$ cat config.mk
export PLATFORM = sky130hd
export DESIGN_NAME = barrel_collision_ctl
export DESIGN_NICKNAME = d
export VERILOG_FILES = /design/src/rtl/game_pkg.sv /design/src/rtl/box_overlap.sv /design/src/rtl/barrel_collision_ctl.sv
export SDC_FILE = /design/constraint.sdc
export NUM_CORES = 1
export LEC_CHECK = 0
export CAP_MARGIN = 20
export CORE_MARGIN = 4
export CORE_UTILIZATION = 46
export CTS_BUF_LIST = sky130_fd_sc_hd__clkbuf_2
export CTS_CLUSTER_DIAMETER = 50
export DETAILED_ROUTE_END_ITERATION = 16
export GPL_ROUTABILITY_DRIVEN = 1
export PLACE_DENSITY = 0.91
export SLEW_MARGIN = 20
export SYNTH_ARGS = -nofsm -noshare
export SYNTH_HDL_FRONTEND = slang
export SYNTH_SLANG_ARGS = --single-unit
$ cat constraint.sdc
create_clock -name clk -period 8.3 [get_ports clk]
set_clock_uncertainty 0.2 [all_clocks]
set_input_delay 1.66 -clock clk [delete_from_list [all_inputs] [get_ports clk]]
set_output_delay 1.66 -clock clk [all_outputs]
set_load 0.005 [all_outputs]
$ cat src/rtl/game_pkg.sv
// Shared game-logic types and sprite sizes used by the collision stage and
// the draw_character / draw_barrel instantiations.
package game_pkg;

    typedef enum logic [1:0] {
        IDLE      = 2'd0,
        PLAY      = 2'd1,
        INVULN    = 2'd2,
        GAME_OVER = 2'd3
    } collision_state_t;

    localparam int DONKEY_W = 48;
    localparam int DONKEY_H = 64;
    localparam int BARREL_W = 32;
    localparam int BARREL_H = 32;

endpackage

$ cat src/rtl/box_overlap.sv
// Combinational axis-aligned bounding-box overlap test between box A and box B.
// Edge-touching boxes do not count as overlapping.
module box_overlap #(
    parameter int A_W = 48,
    parameter int A_H = 64,
    parameter int B_W = 32,
    parameter int B_H = 32
) (
    input  logic [10:0] xa,
    input  logic [10:0] ya,
    input  logic [10:0] xb,
    input  logic [10:0] yb,
    output logic        overlap
);

    // Sums are widened to 12 bits so positions near 2047 never wrap.
    logic [11:0] xa_s, ya_s, xb_s, yb_s;

    // Widen positions and evaluate the four strict inequalities.
    always_comb begin
        xa_s    = {1'b0, xa};
        ya_s    = {1'b0, ya};
        xb_s    = {1'b0, xb};
        yb_s    = {1'b0, yb};
        overlap = (xa_s < (xb_s + 12'(B_W))) &&
                  (xb_s < (xa_s + 12'(A_W))) &&
                  (ya_s < (yb_s + 12'(B_H))) &&
                  (yb_s < (ya_s + 12'(A_H)));
    end

endmodule

$ cat src/rtl/barrel_collision_ctl.sv
// Sequential Donkey-vs-barrel collision scanner with lives counter and
// play / invulnerable / game-over state machine.
module barrel_collision_ctl #(
    parameter int BARRELS     = 10,
    parameter int LIVES       = 3,
    parameter int DONKEY_W    = game_pkg::DONKEY_W,
    parameter int DONKEY_H    = game_pkg::DONKEY_H,
    parameter int BARREL_W    = game_pkg::BARREL_W,
    parameter int BARREL_H    = game_pkg::BARREL_H,
    parameter int INVULN_TIME = 65_000_000
) (
    input  logic                             clk,
    input  logic                             rst,
    input  logic                             start_game,
    input  logic                             animation,
    input  logic [10:0]                      xpos_donkey,
    input  logic [10:0]                      ypos_donkey,
    input  logic [BARRELS-1:0][10:0]         xpos_barrel,
    input  logic [BARRELS-1:0][10:0]         ypos_barrel,
    input  logic [BARRELS-1:0]               barrel,
    output logic                             hit,
    output logic [$clog2(LIVES+1)-1:0]       lives,
    output logic                             freeze,
    output logic                             game_over
);

    import game_pkg::*;

    localparam int IW = (BARRELS > 1) ? $clog2(BARRELS) : 1;
    localparam int LW = $clog2(LIVES + 1);
    localparam int CW = (INVULN_TIME > 1) ? $clog2(INVULN_TIME) : 1;
    localparam logic [IW-1:0] LAST_IDX   = IW'(BARRELS - 1);
    localparam logic [LW-1:0] LIVES_INIT = LW'(LIVES);
    localparam logic [CW-1:0] CNT_LOAD   = CW'(INVULN_TIME - 1);

    collision_state_t state_r, state_s;
    logic [IW-1:0]    scan_idx_r;
    logic [10:0]      xb_s, yb_s;
    logic             box_hit_s, ovl_s, ovl_r, last_r, sweep_r, sample_s;
    logic             clear_sweep_s;
    logic [LW-1:0]    lives_r, lives_s;
    logic [CW-1:0]    cnt_r, cnt_s;
    logic             hit_r, hit_s, freeze_r, freeze_s, game_over_r, game_over_s;

    // Select the barrel slot currently under test.
    always_comb begin
        xb_s     = xpos_barrel[scan_idx_r];
        yb_s     = ypos_barrel[scan_idx_r];
        ovl_s    = barrel[scan_idx_r] & box_hit_s;
        sample_s = last_r & (sweep_r | ovl_r);
    end

    box_overlap #(
        .A_W (DONKEY_W),
        .A_H (DONKEY_H),
        .B_W (BARREL_W),
        .B_H (BARREL_H)
    ) u_box_overlap (
        .xa      (xpos_donkey),
        .ya      (ypos_donkey),
        .xb      (xb_s),
        .yb      (yb_s),
        .overlap (box_hit_s)
    );

    // Scanner: walk the slots, register each result, OR them into a sweep flag.
    always_ff @(posedge clk) begin
        if (rst) begin
            scan_idx_r <= '0;
            ovl_r      <= 1'b0;
            last_r     <= 1'b0;
            sweep_r    <= 1'b0;
        end else begin
            scan_idx_r <= (scan_idx_r == LAST_IDX) ? IW'(0) : scan_idx_r + IW'(1);
            ovl_r      <= ovl_s;
            last_r     <= (scan_idx_r == LAST_IDX);
            // Flag is consumed at end of sweep; leaving INVULN drops stale hits.
            if (last_r || clear_sweep_s) begin
                sweep_r <= 1'b0;
            end else begin
                sweep_r <= sweep_r | ovl_r;
            end
        end
    end

    // Next-state, lives, cooldown and output decode.
    always_comb begin
        state_s       = state_r;
        lives_s       = lives_r;
        cnt_s         = cnt_r;
        hit_s         = 1'b0;
        clear_sweep_s = 1'b0;
        case (state_r)
            IDLE: begin
                lives_s = LIVES_INIT;
                cnt_s   = '0;
                if (start_game && !animation) begin
                    state_s = PLAY;
                end else begin
                    state_s = IDLE;
                end
            end
            PLAY: begin
                if (!start_game || animation) begin
                    state_s = IDLE;
                    lives_s = LIVES_INIT;
                end else if (sample_s && (lives_r != LW'(0))) begin
                    hit_s   = 1'b1;
                    lives_s = lives_r - LW'(1);
                    if (lives_r == LW'(1)) begin
                        state_s = GAME_OVER;
                    end else begin
                        state_s = INVULN;
                        cnt_s   = CNT_LOAD;
                    end
                end else begin
                    state_s = PLAY;
                end
            end
            INVULN: begin
                if (!start_game) begin
                    state_s = IDLE;
                    lives_s = LIVES_INIT;
                    cnt_s   = '0;
                end else if (cnt_r == CW'(0)) begin
                    state_s       = PLAY;
                    clear_sweep_s = 1'b1;
                end else begin
                    cnt_s = cnt_r - CW'(1);
                end
            end
            GAME_OVER: begin
                state_s = GAME_OVER;
                lives_s = '0;
            end
            default: begin
                state_s = IDLE;
                lives_s = LIVES_INIT;
                cnt_s   = '0;
            end
        endcase
        freeze_s    = (state_s == INVULN) || (state_s == GAME_OVER);
        game_over_s = (state_s == GAME_OVER);
    end

    // State and registered outputs.
    always_ff @(posedge clk) begin
        if (rst) begin
            state_r     <= IDLE;
            lives_r     <= LIVES_INIT;
            cnt_r       <= '0;
            hit_r       <= 1'b0;
            freeze_r    <= 1'b0;
            game_over_r <= 1'b0;
        end else begin
            state_r     <= state_s;
            lives_r     <= lives_s;
            cnt_r       <= cnt_s;
            hit_r       <= hit_s;
            freeze_r    <= freeze_s;
            game_over_r <= game_over_s;
        end
    end

    assign hit       = hit_r;
    assign lives     = lives_r;
    assign freeze    = freeze_r;
    assign game_over = game_over_r;

endmodule

==> results of run 1 <==
-- worst paths after layout --
check	cells past startpoint	end
worst max-delay path	13	ovl_r$_SDFF_PP0_
worst min-delay path	2	cnt_r[8]$_SDFFE_PP0P_
worst max register to register	13	ovl_r$_SDFF_PP0_
worst min register to register	2	cnt_r[8]$_SDFFE_PP0P_
-- per-stage QoR --
step	utilization (%)	area (um2)
3_5_place_dp	70.1	8080
5_1_grt	70.5	8120
3_3_place_gp	70.1	8080
6_report	70.5	8120
2_1_floorplan	-	5470
4_1_cts	70.4	8110
-- worst max-delay path, cell delays in order (launching register included) --
cell and delay, ns:
dfxtp_4 0.93, buf_4 0.66, mux4_2 0.64, a22oi_1 0.23
o21ai_0 0.22, ha_1 0.28, and3_1 0.20, xnor2_1 0.14
ha_1 0.29, a21o_1 0.16, a21oi_1 0.14, o21a_1 0.14
a32oi_1 0.08, a2111oi_0 0.40
-- area by class of cell --
cell class                      instances  area, um2  share of cell area [%]
Antenna cell                            1       2.50                  0.0308
Multi-Input combinational cell        551       4330                    53.4
Clock inverter                          2       7.51                  0.0925
Timing Repair Buffer                  264       2630                    32.4
Inverter                               39        146                    1.80
Sequential cell                        39        786                    9.68
Clock buffer                            6       30.0                   0.370
Tap cell                              143        179                    2.20
-- flip-flops by register name, indices dropped and copies added, names as in the netlist, 2 cells and up --
name and cells:
cnt_r 26, state_r 2, scan_idx_r 4, lives 2
-- cell usage in the layout (no fill, tap or decap), types with 7 or more instances in the layout --
cell / netlist / final
xnor2_1: 11 / 11
dfxtp_1: 39 / 37
o21ai_0: 45 / 45
a31oi_1: 9 / 9
inv_1: 38 / 38
clkdlybuf4s50_1: 0 / 260
or2_2: 7 / 7
ha_1: 54 / 54
nor3_1: 19 / 19
mux2_2: 13 / 13
mux4_2: 30 / 30
xor2_1: 11 / 11
a21oi_1: 62 / 62
mux2i_1: 44 / 44
nor2_1: 61 / 61
nand3_1: 24 / 24
nand2_1: 29 / 29
nand2b_1: 8 / 8
nor4_1: 9 / 9
nor2b_1: 8 / 8
o22a_1: 9 / 9
a21o_1: 9 / 9
-- per-layer routing --
layer  vias to the layer above  GRT usage [%]  wire length, um
met4                         0           8.03              545
met1                      2961           38.2             8730
met2                       336           53.2            10500
met5                         -              0                0
met3                        46           7.76             2170
li1                       2971              -                -
-- kinds of logic (layout without fill, tap and decap cells) --
logic type               count (synthesis)  in the layout  share of synthesized area [%]
AO/OA/AOI/OAI                          187            187                           21.5
XOR/XNOR                                22             22                           3.52
adder cells (fa/ha/maj)                 54             54                           12.4
buffers and inverters                   83            311                           6.50
flip-flops                              39             39                           14.3
multiplexers                            87             87                           23.1
other                                    0              1                              0
AND/OR/NAND/NOR                        201            201                           18.8
-- power by group --
part | internal, uW | leakage, uW | total [uW] | switching [uW]
registers | 192 | 0.000316 | 203 | 11.9
logic | 257 | 0.00280 | 459 | 201
clock network | 20.2 | 0.0000281 | 81.0 | 60.8
==> results.md, run 1 <==
* Seq/Total Area, Yosys at 14.3%
* First-pass GRT wire length at 32600 um
* Clock Path Buffers at 2
* EDFF count, synth at 0
* Total GRT Usage at 30.7%
* CP Class: flop to flop
* Worst IR drop on VDD at 0.0493 mV
* CTS sink cnt at 39
* Setup tns final at 0 ns
* DIE AREA at 0.0137 mm2
* Worst slew margin at 39.0%
* Antenna violations before repair at 1
* CTS tree: done
* H-Tree Depth at 2
* Syn Std Cell Area at 0.00547 mm2
* Tightest Pin Transition at 0.915 ns
* Worst-skew pair later-pin latency at 0.40 ns
* Detailed placement HPWL at 18000 um
* Vias in the first global route at 6205
* Post-CTS Resized at 0
* Die Y at 117 um
* Layout area overhead at 48.4%
* I/O Pins at 261
* Cell count after synthesis at 673
* Tcrit/Tclk final at 58.4%
* Max_cap viols at 0
* Fin cells at 1045
* Total chip power at 743 uW
* Worst setup SP type: flop
* CP Data Required Time at 8.40 ns
* Worst Path Arrival at 4.94 ns
* Final net count at 1210
* Maximum clock rate at 206 MHz
* Yosys warns at 0
* Number of port buffers at 260
* Yosys reg bits at 39
* Flop-to-flop setup slack at 3.45 ns
* Post-DRT Antenna Nets at 0
* DRC viols at 0
* Status: finished, final reports clean
* PD cells at 91.6 mW/mm2
* Number of buffers created by CTS at 5
* Final min period at 4.85 ns
* Post-synth ARST share at 0%
* RSZ-0062 raised after global routing: false
* DP Worst Slack at 3.16 ns
* Leading area contributor after synthesis: dfxtp_1
* Vias after detailed routing at 6314
* Synth unique cells at 64
* Crit path max fanout at 49
* Avg WL per Cell at 21.0 um
* Pre-antenna DRT Iters at 5
* Post-synth top cells: 62 x a21oi_1, 61 x nor2_1, 54 x ha_1
* Chip Width at 117 um
* CP Capture Type: flop
* Leakage at 0.00315 uW
* Root Driver: clkbuf_2
* # rows at 39
* Post-CTS Setup Bufs at 0
* Grt total ovfl at 0
* Class of the worst hold path: flop to flop
* Post-synth top area share at 14.3%
* Initial Util at 47.5%
* DRT iter0 DRCs at 557
* Slew Limit Fails at 0
* Worst hold start: cnt_r[8]$_SDFFE_PP0P_
* Final Setup Violations at 0
* Top FF cell, synth: dfxtp_1
* Clk slew on worst S/H paths at 0.18 ns
* Total Wirelength at 22000 um
* Critical path startpoint: scan_idx_r[0]$_SDFF_PP0_
* # hold bufs at CTS at 0
* Min Hold Slack at 0.280 ns
* Synth Net Count at 983
* Crit Reg-Reg Startpoint: scan_idx_r[0]$_SDFF_PP0_
* Fillers at 904
* Synth area leaders: dfxtp_1 14%, ha_1 12%, mux4_2 12%
* Largest net degree at the start of global routing at 56
* Core area at 0.0115 mm2
* RePlAce Congestion at 1.04
* Count leader, synth: a21oi_1
* Avg Inst Size Synth at 8.12 um2
* Cell count after placement at 1036
* Setup ws final at 3.45 ns
* Via density per instance at 6.04
* Fraction of layout cells with a size suffix above 1 at 7.88%
* Hold Violations, Final at 0
Power figures use the tool's default switching activity.
==> run 2: changes to the inputs <==
--- a/config.mk
+++ b/config.mk
@@ -7,12 +7,12 @@
 export LEC_CHECK = 0
 export CAP_MARGIN = 20
 export CORE_MARGIN = 4
-export CORE_UTILIZATION = 46
+export CORE_UTILIZATION = 43
 export CTS_BUF_LIST = sky130_fd_sc_hd__clkbuf_2
 export CTS_CLUSTER_DIAMETER = 50
 export DETAILED_ROUTE_END_ITERATION = 16
 export GPL_ROUTABILITY_DRIVEN = 1
-export PLACE_DENSITY = 0.91
+export PLACE_DENSITY = 0.86
 export SLEW_MARGIN = 20
 export SYNTH_ARGS = -nofsm -noshare
 export SYNTH_HDL_FRONTEND = slang
==> constraint.sdc (replaced) <==
create_clock -name clk -period 4.6 [get_ports clk]
set_clock_uncertainty 0.2 [all_clocks]
set_input_delay 0.92 -clock clk [delete_from_list [all_inputs] [get_ports clk]]
set_output_delay 0.92 -clock clk [all_outputs]
set_load 0.005 [all_outputs]
==> run 2 against run 1 <==
  * Via count increased by 0.84%
  * Critical path depth decreased by 1
  * First-iteration DRC count decreased by 2.7%
  * Setup slack got worse by 2.7 ns
  * Die area increased by 6.5%
  * Highest routed layer unchanged
  * Count of clock-buffer cells in the layout increased by 1
  * Global-route usage decreased by 2.7 points
  * Utilization decreased by 3.0 points
  * Clock power increased by 93%
  * Critical endpoint unchanged
==> results.md, run 2 (same netlist as run 1, synthesis figures left out) <==
* # hold bufs at CTS at 0
* Avg WL per Cell at 19.4 um
* Worst-skew pair later-pin latency at 0.41 ns
* Max reg flops at 26
* Largest net degree at the start of global routing at 40
* Final core occ at 67.4%
* Clock Path Buffers at 2
* Setup tns final at 0 ns
* Grt total ovfl at 0
* Vias in the first global route at 6299
* Final min period at 3.86 ns
* Hold EP: sweep_r$_SDFF_PP0_
* Layout area overhead at 50.6%
* DRC viols at 0
* Final net count at 1221
* Fin cells at 1082
* DRT iter0 DRCs at 542
* Reg2Reg Capture Point: ovl_r$_SDFF_PP0_
* Worst IR drop on VDD at 0.0881 mV
* Sw frac at 36.4%
* Flop pwr share at 27.3%
* Power Internal at 859 uW
* Total Wirelength at 21000 um
* Number of port buffers at 260
* Crit path max fanout at 30
* Class of the worst hold path: flop to flop
* Post-DRT Antenna Nets at 0
* Leakage at 0.00321 uW
* Commonest non-fill, non-tap cell in the layout: clkdlybuf4s50_1
* RSZ-0062 raised after global routing: false
* Reg2reg path depth at 12
* First-pass GRT wire length at 32700 um
* Most frequent cells in the layout: 260 x clkdlybuf4s50_1, 62 x a21oi_1, 61 x nor2_1
* Initial Util at 44.8%
* Cell count after placement at 1072
* Hold Violations, Final at 0
* Maximum clock rate at 259 MHz
* CTS sink cnt at 39
* Fraction of layout cells with a size suffix above 1 at 9.21%
* Slew Limit Fails at 0
* Chip Width at 121 um
* Final Setup Violations at 0
* CP Class: flop to flop
* Vias after detailed routing at 6367
* Number of buffers created by CTS at 5
* Crit Reg-Reg Startpoint: scan_idx_r[0]$_SDFF_PP0_
* Max_cap viols at 0
* RePlAce Congestion at 0.955
* Post-CTS Resized at 0
* Tightest Pin Transition at 0.891 ns
* CP Capture Type: flop
* Combinational power share at 61.1%
* PD cells at 164 mW/mm2
* Min Hold Slack at 0.271 ns
* Detailed placement HPWL at 17600 um
* I/O Pins at 261
* Clk pwr share at 11.6%
* Biggest register: cnt_r
* Worst Path Arrival at 3.98 ns
* CP Data Required Time at 4.72 ns
* Antenna violations before repair at 1
* CTS tree: done
* Die Y at 121 um
* Post-CTS Setup Bufs at 0
* Worst hold start: last_r$_SDFF_PP0_
* Hold Path Stages at 1
* Total chip power at 1350 uW
* Root Driver: clkbuf_2
* Clk slew on worst S/H paths at 0.20 ns
* Flop-to-flop setup slack at 0.74 ns
* Top flop regs: cnt_r (26), scan_idx_r (4)
* Worst setup SP type: flop
* Pre-antenna DRT Iters at 5
* Worst slew margin at 40.6%
* Status: finished, final reports clean
* DIE AREA at 0.0146 mm2
* Via density per instance at 5.88
* # rows at 40
* H-Tree Depth at 2
* Core area at 0.0122 mm2
* Total GRT Usage at 28.0%
* Tcrit/Tclk final at 83.9%
* Switching power at 492 uW
[run 2: changes by cell type in the layout (fill, tap and decap cells not counted), sizes merged]
| cell | previous run | this run |
|---|---|---|
| clkinv | 2 | 1 |
| diode | 1 | 2 |
| buf | 4 | 15 |
| clkbuf | 6 | 7 |
[run 2: metal layers]
| metal | global-route usage (%) | wire length [um] |
|---|---|---|
| met5 | 0 | 0 |
| met4 | 6.73 | 406 |
| met3 | 8.37 | 2110 |
| met2 | 46.2 | 9560 |
| met1 | 35.9 | 8930 |
[run 2: per-stage QoR]
step / instance area [um2] / setup slack [ns]
2_1_floorplan: 5470 / 0.762
3_3_place_gp: 8190 / 0.374
3_5_place_dp: 8190 / 0.306
4_1_cts: 8230 / 0.719
5_1_grt: 8230 / 0.481
6_report: 8230 / 0.741
[run 2: power by group through the flow]
stage / Clock [uW] / Combinational (uW) / Sequential [uW]
after CTS: 157 / 820 / 369
after detailed placement: 0 / 815 / 376
after global routing: 168 / 904 / 372
after global placement: 0 / 799 / 375
final: 156 / 825 / 369
after floorplan: 0 / 483 / 356
[run 2: layout make-up]
class                   count  area [um2]
clock inverters             1        5.00
flip-flops and latches     39         786
well taps                 168         210
inverters                  39         146
repair buffers            275        2720
fillers                  1030        3980
clock buffers               7        35.0
diodes                      2        5.00
multi-input cells         551        4330
[run 2: critical path: stages, from the launching register on]
cell and delay [ns]:
dfxtp_4 0.74, buf_4 0.38, mux4_2 0.55, a21oi_1 0.17, o22a_1 0.18, inv_1 0.05
ha_1 0.29, o21ai_0 0.17, a21oi_1 0.11, o31ai_1 0.08, o2111ai_1 0.14, a221o_1 0.36
a2111oi_0 0.32
[run 2: worst max-delay path by stage]
stage / from / end / slack (ns) / cells after the start
after detailed placement: xpos_barrel[38] / ovl_r$_SDFF_PP0_ / 0.31 / 13
after global placement: xpos_barrel[27] / ovl_r$_SDFF_PP0_ / 0.37 / 13
after CTS: scan_idx_r[0]$_SDFF_PP0_ / ovl_r$_SDFF_PP0_ / 0.72 / 12
final: scan_idx_r[0]$_SDFF_PP0_ / ovl_r$_SDFF_PP0_ / 0.74 / 12
after floorplan: scan_idx_r[0]$_SDFF_PP0_ / ovl_r$_SDFF_PP0_ / 0.76 / 17
after global routing: scan_idx_r[0]$_SDFF_PP0_ / ovl_r$_SDFF_PP0_ / 0.48 / 12
==> run 3: changes to the inputs <==
==> constraint.sdc (replaced) <==
create_clock -name clk -period 3.7 [get_ports clk]
set_clock_uncertainty 0.2 [all_clocks]
set_input_delay 0.74 -clock clk [delete_from_list [all_inputs] [get_ports clk]]
set_output_delay 0.74 -clock clk [all_outputs]
set_load 0.005 [all_outputs]
==> run 3 against run 2 <==
  * First-iteration DRC count decreased by 11%
  * Utilization up 3.3 points
  * Clock power grew 26%
  * Hold slack worse by 0.018 ns
  * Via count grew 3.5%
  * Setup slack worse by 0.65 ns
  * Power grew 33%
  * Sequential power up 21%
  * Flip-flop and latch count is the same
  * Design area is 4.8% higher
  * Sequential share of layout area down 0.41 points
  * Critical path type is now input port to flop
  * Highest routed layer unchanged
==> results.md, run 3 (same netlist as run 1, synthesis figures left out) <==
* Status: finished, final reports clean
* Number of buffers created by CTS at 5
* Tightest Pin Transition at 0.651 ns
* Final net count at 1263
* Grt total ovfl at 0
* Initial Util at 44.8%
* CP Capture Type: flop
* Most frequent cells in the layout: 260 x clkdlybuf4s50_1, 62 x a21oi_1, 61 x nor2_1
* Commonest non-fill, non-tap cell in the layout: clkdlybuf4s50_1
* DIE AREA at 0.0146 mm2
* # hold bufs at CTS at 0
* CTS sink cnt at 39
* DP Worst Slack at -0.423 ns
* Layout area overhead at 57.9%
* Clk slew on worst S/H paths at 0.19 ns
* Via density per instance at 5.86
* Clock Path Buffers at 2
* Total GRT Usage at 29.3%
* Finished layout cell area at 0.00863 mm2
* Top flop regs: cnt_r (26), scan_idx_r (4)
* Reg2reg path depth at 13
* Tcrit/Tclk final at 97.5%
* Reg2Reg Capture Point: ovl_r$_SDFF_PP0_
* Pre-antenna DRT Iters at 5
* I/O Pins at 261
* Crit Reg-Reg Startpoint: scan_idx_r[0]$_SDFF_PP0_
* Max_cap viols at 0
* DRC viols at 0
* PD cells at 207 mW/mm2
* Final Setup Violations at 0
* Number of port buffers at 260
* Post-DRT Antenna Nets at 0
* Final core occ at 70.7%
* CP Data Required Time at 3.80 ns
* DRT iter0 DRCs at 482
* Leakage at 0.00343 uW
* Max reg flops at 26
* Worst IR drop on VDD at 0.117 mV
* Detailed placement HPWL at 18600 um
* Class of the worst hold path: flop to flop
* Setup ws final at 0.0929 ns
* Antenna violations before repair at 2
* Largest net degree at the start of global routing at 39
* Vias in the first global route at 6422
* Vias after detailed routing at 6588
* Avg WL per Cell at 19.7 um
* Sequential standard cell area at 788 um2
* Chip Width at 121 um
* Hold Violations, Final at 0
* Fillers at 970
* Total Wirelength at 22100 um
* Flop-to-flop setup slack at 0.24 ns
* Worst setup SP type: input port
* Worst Path Arrival at 3.71 ns
* First-pass GRT wire length at 33700 um
* Placed cell areas at 0.00852 mm2
* Biggest register: cnt_r
* CTS tree: done
* Hold Path Stages at 1
* Area of the multi-input gates at 0.00435 mm2
* Die Y at 121 um
* Core area at 0.0122 mm2
* Slew Limit Fails at 0
* Min Hold Slack at 0.253 ns
* # rows at 40
* RePlAce Congestion at 0.969
* CP Class: input port to flop
* Root Driver: clkbuf_2
* Fraction of layout cells with a size suffix above 1 at 13.5%
* Worst slew margin at 56.5%
* Worst hold start: last_r$_SDFF_PP0_
* Maximum clock rate at 277 MHz
* H-Tree Depth at 2
* Worst-skew pair later-pin latency at 0.41 ns
* Hold EP: sweep_r$_SDFF_PP0_
* Crit path max fanout at 2
* Final min period at 3.61 ns
## run 3: changes by cell type in the layout (fill, tap and decap cells not counted), moves of 2 or more
cell and delta:
buf_4 +37, buf_12 +5, o21ai_0 -4, o21ai_1 +4
a2111oi_0 -2, a2111oi_2 +2
## run 3: per-layer routing
| layer | GRT usage (%) | up-vias | share of wire [%] | wire (um) |
|---|---|---|---|---|
| met5 | 0 | - | 0 | 0 |
| met4 | 8.64 | 0 | 3.2 | 708 |
| met3 | 7.86 | 46 | 12 | 2570 |
| met2 | 48.0 | 351 | 44 | 9840 |
| met1 | 37.8 | 3097 | 41 | 9000 |
| li1 | - | 3094 | - | - |
## run 3: area by class of cell
class                   instances  area share (%)
multi-input cells             551            50.4
repair buffers                317            35.8
flip-flops and latches         39            9.13
well taps                     168            2.44
inverters                      39            1.70
clock buffers                   7           0.406
clock inverters                 1          0.0580
diodes                          2          0.0580
## run 3: worst max path at each step
stage / from / end / slack [ns] / depth (start not counted)
3_3_place_gp: xpos_barrel[28] / ovl_r$_SDFF_PP0_ / -0.25 / 13
3_5_place_dp: xpos_barrel[28] / ovl_r$_SDFF_PP0_ / -0.42 / 13
2_1_floorplan: scan_idx_r[1]$_SDFF_PP0_ / ovl_r$_SDFF_PP0_ / 0.02 / 15
6_report: xpos_barrel[28] / ovl_r$_SDFF_PP0_ / 0.09 / 13
5_1_grt: xpos_barrel[28] / ovl_r$_SDFF_PP0_ / -0.05 / 13
4_1_cts: xpos_barrel[28] / ovl_r$_SDFF_PP0_ / 0.03 / 13
## run 3: through the flow
stage                     cells  total power [uW]  TNS (ns)
final                      1124              1790         0
after global routing       1124              1920   -0.0523
after CTS                  1122              1770         0
after detailed placement   1111              1570    -0.423
after global placement     1111              1550    -0.249
after floorplan             673              1050         0
## run 3: report_power, final
part           leakage [uW]  internal [uW]  switching, uW
combinational       0.00308            666            480
clock             0.0000330           51.5            145
sequential         0.000316            430           18.0
## run 3: what timing repair did
action	4_1_cts	5_1_grt
pin swaps	0	2
setup endpoints to repair	1	1
buffers inserted	3	0
endpoints found under the hold margin	0	0
gates cloned	0	0
gates resized for setup	1	9
## run 3: critical path, cell delays in order
cell and delay (ns):
clkdlybuf4s50_1 0.48, mux4_2 0.50, a22oi_2 0.19, o21ai_1 0.10
ha_1 0.23, and3_1 0.18, xnor2_1 0.13, ha_1 0.29
a21o_1 0.16, a21oi_1 0.13, o21a_1 0.13, a32oi_1 0.08
a2111oi_2 0.36
